[src/rtl/subarray_mac_pkg.sv]
// Shared types and elaboration helpers for the SUBARRAY_MAC datapath stages.
package subarray_mac_pkg;

  typedef enum logic {
    ACC  = 1'b0,
    DONE = 1'b1
  } state_e;

  // Resolved carry-save width: the carry vector's extra weight plus the final add carry.
  function automatic int psum_res_w(input int psum_w);
    return psum_w + 2;
  endfunction

  // Ceiling log2, floored at 1 so a counter always has at least one bit.
  function automatic int clog2(input int n);
    int r;
    r = 0;
    while ((1 << r) < n) r++;
    return (r == 0) ? 1 : r;
  endfunction

  function automatic bit acc_w_ok(input int acc_w, input int psum_w, input int in_bits);
    return acc_w >= psum_res_w(psum_w) + in_bits;
  endfunction

endpackage

[src/rtl/psum_resolve.sv]
// Carry-save to binary resolve: psum = sum + (carry << 1), full width, no truncation.
module psum_resolve
  import subarray_mac_pkg::*;
#(
  parameter int PSUM_W = 8
) (
  input  logic [PSUM_W-1:0]             in_sum,
  input  logic [PSUM_W-1:0]             in_carry,
  output logic [psum_res_w(PSUM_W)-1:0] psum
);

  localparam int RES_W = psum_res_w(PSUM_W);

  assign psum = RES_W'(in_sum) + (RES_W'(in_carry) << 1);

endmodule

[src/rtl/subarray_psum_accumulator.sv]
// Shift-accumulates resolved bit-plane partial sums LSB-first and hands one MAC
// result per IN_BITS beats to the readout logic over valid/ready.
module subarray_psum_accumulator
  import subarray_mac_pkg::*;
#(
  parameter int PSUM_W    = 8,
  parameter int IN_BITS   = 8,
  parameter int ACC_W     = 20,
  parameter bit SIGNED_IN = 1'b1
) (
  input  logic              clk,
  input  logic              rst,
  input  logic              flush,
  input  logic              in_valid,
  output logic              in_ready,
  input  logic [PSUM_W-1:0] in_sum,
  input  logic [PSUM_W-1:0] in_carry,
  output logic              out_valid,
  input  logic              out_ready,
  output logic [ACC_W-1:0]  out_data,
  output logic              busy
);

  localparam int RES_W = psum_res_w(PSUM_W);
  localparam int IDX_W = clog2(IN_BITS);

  if (!acc_w_ok(ACC_W, PSUM_W, IN_BITS)) begin : g_acc_w_chk
    $error("ACC_W must be at least PSUM_W+2+IN_BITS");
  end
  if (IN_BITS < 2) begin : g_in_bits_chk
    $error("IN_BITS must be at least 2");
  end

  state_e            state;
  logic [IDX_W-1:0]  bit_idx;
  logic [ACC_W-1:0]  acc;
  logic [RES_W-1:0]  psum;
  logic [ACC_W-1:0]  term;
  logic [ACC_W-1:0]  acc_next;
  logic              accept;
  logic              last;

  psum_resolve #(.PSUM_W(PSUM_W)) u_resolve (
    .in_sum  (in_sum),
    .in_carry(in_carry),
    .psum    (psum)
  );

  assign in_ready = (state == ACC);
  assign busy     = (bit_idx != '0) || (state == DONE);
  assign accept   = in_valid && in_ready;
  assign last     = (bit_idx == IDX_W'(IN_BITS - 1));

  // The MSB plane of a two's-complement activation carries negative weight.
  assign term     = ACC_W'(psum) << bit_idx;
  assign acc_next = (SIGNED_IN && last) ? acc - term : acc + term;

  // NOTE: state uses non-blocking assignments so every register samples the
  // pre-edge values; blocking here would create order-dependent simulation races.
  always_ff @(posedge clk) begin
    if (rst || flush) begin
      state     <= ACC;
      bit_idx   <= '0;
      acc       <= '0;
      out_valid <= 1'b0;
      out_data  <= '0;
    end else begin
      case (state)
        ACC: begin
          if (accept) begin
            if (last) begin
              state     <= DONE;
              out_valid <= 1'b1;
              out_data  <= acc_next;
              bit_idx   <= '0;
              acc       <= '0;
            end else begin
              acc     <= acc_next;
              bit_idx <= bit_idx + 1'b1;
            end
          end
        end
        DONE: begin
          if (out_ready) begin
            state     <= ACC;
            out_valid <= 1'b0;
          end
        end
        default: state <= ACC;
      endcase
    end
  end

endmodule

[config.mk]
export PLATFORM = sky130hd
export DESIGN_NAME = subarray_psum_accumulator
export DESIGN_NICKNAME = d
export VERILOG_FILES = /design/src/rtl/subarray_mac_pkg.sv /design/src/rtl/psum_resolve.sv /design/src/rtl/subarray_psum_accumulator.sv
export SDC_FILE = /design/constraint.sdc
export NUM_CORES = 1
export LEC_CHECK = 0
export CAP_MARGIN = 10
export CORE_UTILIZATION = 52
export CTS_CLUSTER_DIAMETER = 40
export DETAILED_ROUTE_END_ITERATION = 12
export MAX_ROUTING_LAYER = met4
export PLACE_DENSITY = 0.89
export SKIP_CTS_REPAIR_TIMING = 1
export SLEW_MARGIN = 20
export SYNTH_ARGS = -nofsm -noshare
export SYNTH_HDL_FRONTEND = slang
export SYNTH_SLANG_ARGS = --single-unit
[constraint.sdc]
create_clock -name clk -period 5.3 [get_ports clk]
set_input_delay 0.795 -clock clk [delete_from_list [all_inputs] [get_ports clk]]
set_output_delay 0.795 -clock clk [all_outputs]
set_load 0.03 [all_outputs]
==> flow_summary.yaml, run 1 <==
global_route:
  grt.overflow.total: 0
  antenna_found_initial: 0
  grt_pass1_vias: 4113
  grt_first_pass_wirelength_mm: 17.6
  grt_max_degree: 45
  grtUsageTotal: 0.287
floorplanning:
  die_x_um: 89.3
  dieArea_sq_um: 7970
  core-area_sq_um: 7290
  io-pin-count: 44
  fp-row-count: 31
  start_util: 0.543
  die-height_um: 89.3
power:
  power_frac_seq: 0.336
  power_frac_comb: 0.467
  p_sw_frac: 0.355
  p_int_w: 0.000674
  powerDensity_nw_per_um2: 193
  clock_power_share: 0.197
  p_leak_nw: 2.21
  ir_worst_vdd_v: 0.000104
  p_sw_w: 0.000371
sta:
  hold_viol_final: 0
  fin_crit_sh: 0.997
  finalSetupViolations: 0
  slew_headroom: 0.308
  worst_slack_ns: 0.0168
  clock.fmax_mhz: 189
  fin_crit_ns: 5.28
  drv_slew: 0
  tns_ns: 0
  worst-slew-pin-transition_ns: 1.04
  whs_ns: 0.455
  fin_skew_ns: 0.00512
synth:
  avgSynthCellArea_sq_um: 7.46
  synth_nets: 584
  synth_cell_types: 76
  ys_seq_area_frac: 0.227
  synth_edf_count: 0
  synth-main-ff-cell: "dfxtp_1"
  yosys_register_bits: 45
  synth_area_sq_um: 3960
  syn_inst: 531
  ys.warnings.count: 0
  synth-async-reset-ratio: 0
critical_path:
  r2r_slack_ns: 0.80
  setup.worst_path.class: "in -> reg"
  cp-startpoint: "in_carry[2]"
  r2r_start: "bit_idx[0]$_SDFFE_PP0P_"
  start_kind: "primary input"
  cpPeakStageDelay_ns: 0.47
  crit_slowest_cell: "o41a_1"
  r2r_cells: 22
  end_kind: "flop"
  path_cells: "clkdlybuf4s50_1 > ha_4 > buf_4 > o21ai_2 > o21bai_2 > buf_4 > a31o_1 > o311ai_4 > nand3_2 > buf_4 > buf_4 > nor4_2 > buf_4 > nor2_1 > xnor2_2 > ha_4 > nor2_1 > and4_1 > o41a_1 > buf_6 > o21ai_2 > xor2_1 > nand2_1 > a21oi_1"
  cp.arrival_ns: 5.51
  cpMostUsedCell: "buf_4"
  path_max_fanout: 5
  r2r_end: "out_data[16]$_SDFFE_PP0P_"
  required_ns: 5.53
  setup.worst_path.end: "out_data[16]$_SDFFE_PP0P_"
layout:
  syn_to_final_growth_pct: 36.8
  multi_input_area_sq_um: 3100
  most-common-layout-cells: "89 x buf_4, 64 x nor2_1, 61 x nand2_1"
  diodes: 0
  fillCellCount: 542
  final_common_cell: "buf_4"
  drive_above_1_share: 0.237
  num-nets-final: 698
  seqCellArea_sq_um: 901
flow_run:
  max_cap_violations: 0
cts:
  htreeDepth: 2
  ctsLongestPathBuffers: 2
  cts-buffers-inserted: 5
  clk_pin_slew_ns: 0.08
  cts_tree: "yes"
  root_buffer: "clkbuf_8"
  clk_latency_ns: 0.30
  clock-sinks: 45
routing:
  drt-pass1-iter-count: 6
  wl_per_cell_um: 16.1
  via_count: 4582
  ant_nets: 0
  drt_iter0_drc: 360
  viasPerCell: 6.15
  drt_wl_total_mm: 12.0
  drc: 0
placed_design:
  io_buffers: 43
  dpl_worst_slack_ns: -0.483
  dpl.hpwl_mm: 8.45
  gp_congestion: 0.927
worst_hold_path:
  hp-class: "reg -> reg"
outcome:
  status: "finished, final reports clean"
[synth_stat cells, types with 2 or more instances]
| master | instances | area share |
|---|---|---|
| a22oi_1 | 16 | 0.030 |
| o21ai_1 | 2 | 0.0025 |
| nor4_1 | 3 | 0.0047 |
| clkbuf_1 | 18 | 0.017 |
| a21o_1 | 7 | 0.013 |
| a31oi_1 | 8 | 0.013 |
| or3_1 | 3 | 0.0047 |
| o31ai_1 | 4 | 0.0076 |
| o221ai_1 | 2 | 0.0044 |
| nand2_1 | 61 | 0.058 |
| or2_2 | 2 | 0.0032 |
| nand3_1 | 12 | 0.015 |
| ha_1 | 30 | 0.095 |
| nor3_1 | 18 | 0.023 |
| xor2_1 | 12 | 0.027 |
| buf_1 | 2 | 0.0019 |
| nor2b_1 | 7 | 0.011 |
| o21a_1 | 6 | 0.011 |
| nand2b_1 | 6 | 0.0095 |
| inv_1 | 22 | 0.021 |
| o2111ai_1 | 4 | 0.0088 |
| nand4b_1 | 2 | 0.0044 |
| a211oi_1 | 8 | 0.015 |
| o21ai_0 | 24 | 0.030 |
| o211a_1 | 3 | 0.0076 |
| xnor2_1 | 17 | 0.038 |
| o211ai_1 | 2 | 0.0038 |
| nor2_1 | 67 | 0.064 |
| dfxtp_1 | 45 | 0.23 |
| a21oi_1 | 51 | 0.064 |
| buf_2 | 4 | 0.0051 |
| clkinv_1 | 2 | 0.0019 |
| fa_1 | 2 | 0.010 |
| a311o_1 | 2 | 0.0051 |
| o32ai_1 | 2 | 0.0044 |
| mux2i_1 | 4 | 0.010 |
| o21bai_1 | 2 | 0.0038 |
| and2_1 | 4 | 0.0063 |
| a211oi_2 | 2 | 0.0063 |
| a221oi_2 | 2 | 0.0076 |
| and3_1 | 4 | 0.0063 |
| o22ai_1 | 3 | 0.0047 |
[flip-flops by register name, indices dropped and copies added (netlist names)]
signal     cells
acc           20
state          1
out_data      20
bit_idx        3
out_valid      1
[layer usage]
layer,vias to the layer above,share of wire,track usage
li1,2155,-,-
met1,2145,0.39,0.313
met4,0,0.026,0.105
met2,237,0.52,0.528
met3,45,0.064,0.0388
met5,-,0,-
[layout make-up]
cell class              instances  share of cell area
clock buffers                   6              0.0134
inverters                      24              0.0166
multi-input cells             436               0.572
flip-flops and latches         45               0.166
repair buffers                133               0.207
clock inverters                 2             0.00185
well taps                      99              0.0229
[through the flow]
step | total power, W | utilization | instances | cell area [sq um]
after detailed placement | 0.000784 | 0.687 | 727 | 5010
final | 0.00104 | 0.743 | 745 | 5420
after global routing | 0.00110 | 0.743 | 745 | 5420
after CTS | 0.000987 | 0.699 | 735 | 5090
after global placement | 0.000769 | 0.687 | 727 | 5010
after floorplan | 0.000627 | - | 531 | 3970
[how the worst min path moves through the flow]
| stage | slack [ns] | cells after the start | end | start |
|---|---|---|---|---|
| after floorplan | 0.46 | 2 | acc[0]$_SDFFE_PP0P_ | acc[0]$_SDFFE_PP0P_ |
| after global placement | 0.44 | 2 | out_data[15]$_SDFFE_PP0P_ | out_data[15]$_SDFFE_PP0P_ |
| after detailed placement | 0.45 | 2 | out_data[8]$_SDFFE_PP0P_ | out_data[8]$_SDFFE_PP0P_ |
| after CTS | 0.46 | 2 | out_data[8]$_SDFFE_PP0P_ | out_data[8]$_SDFFE_PP0P_ |
| after global routing | 0.47 | 2 | out_data[8]$_SDFFE_PP0P_ | out_data[8]$_SDFFE_PP0P_ |
| final | 0.46 | 2 | out_data[8]$_SDFFE_PP0P_ | out_data[8]$_SDFFE_PP0P_ |
[power by group through the flow]
stage	clock [W]	sequential, W	combinational (W)
6_report	0.000206	0.000351	0.000488
5_1_grt	0.000223	0.000351	0.000524
3_3_place_gp	0	0.000358	0.000412
4_1_cts	0.000208	0.000350	0.000429
2_1_floorplan	0	0.000356	0.000271
3_5_place_dp	0	0.000358	0.000426
[logic make-up (layout without fill, tap and decap cells)]
kind of cell	after synthesis	count (layout)	share of synthesized area
AND/OR/NAND/NOR	200	200	0.236
AO/OA/AOI/OAI	169	169	0.297
buffers and inverters	50	165	0.0515
flip-flops	45	45	0.227
adder cells (fa/ha/maj)	32	32	0.105
XOR/XNOR	29	29	0.0641
multiplexers	6	6	0.0186
[critical path: cells and delay by family]
family | cells | cell delay (ns)
fa+ha+maj | 2 | 0.41
compound gates | 7 | 1.63
simple gates | 6 | 0.82
xor+xnor | 2 | 0.50
buf+inv | 7 | 1.36
No activity file was read; power rests on OpenSTA's default activity.
==> run 2: changes to the inputs <==
--- a/config.mk
+++ b/config.mk
@@ -9,6 +9,7 @@
 export CORE_UTILIZATION = 52
 export CTS_CLUSTER_DIAMETER = 40
 export DETAILED_ROUTE_END_ITERATION = 12
+export HOLD_SLACK_MARGIN = 0.12
 export MAX_ROUTING_LAYER = met4
 export PLACE_DENSITY = 0.89
 export SKIP_CTS_REPAIR_TIMING = 1
==> results of run 2 <==
Final layout, timing and power as in run 1 (identical DEF).
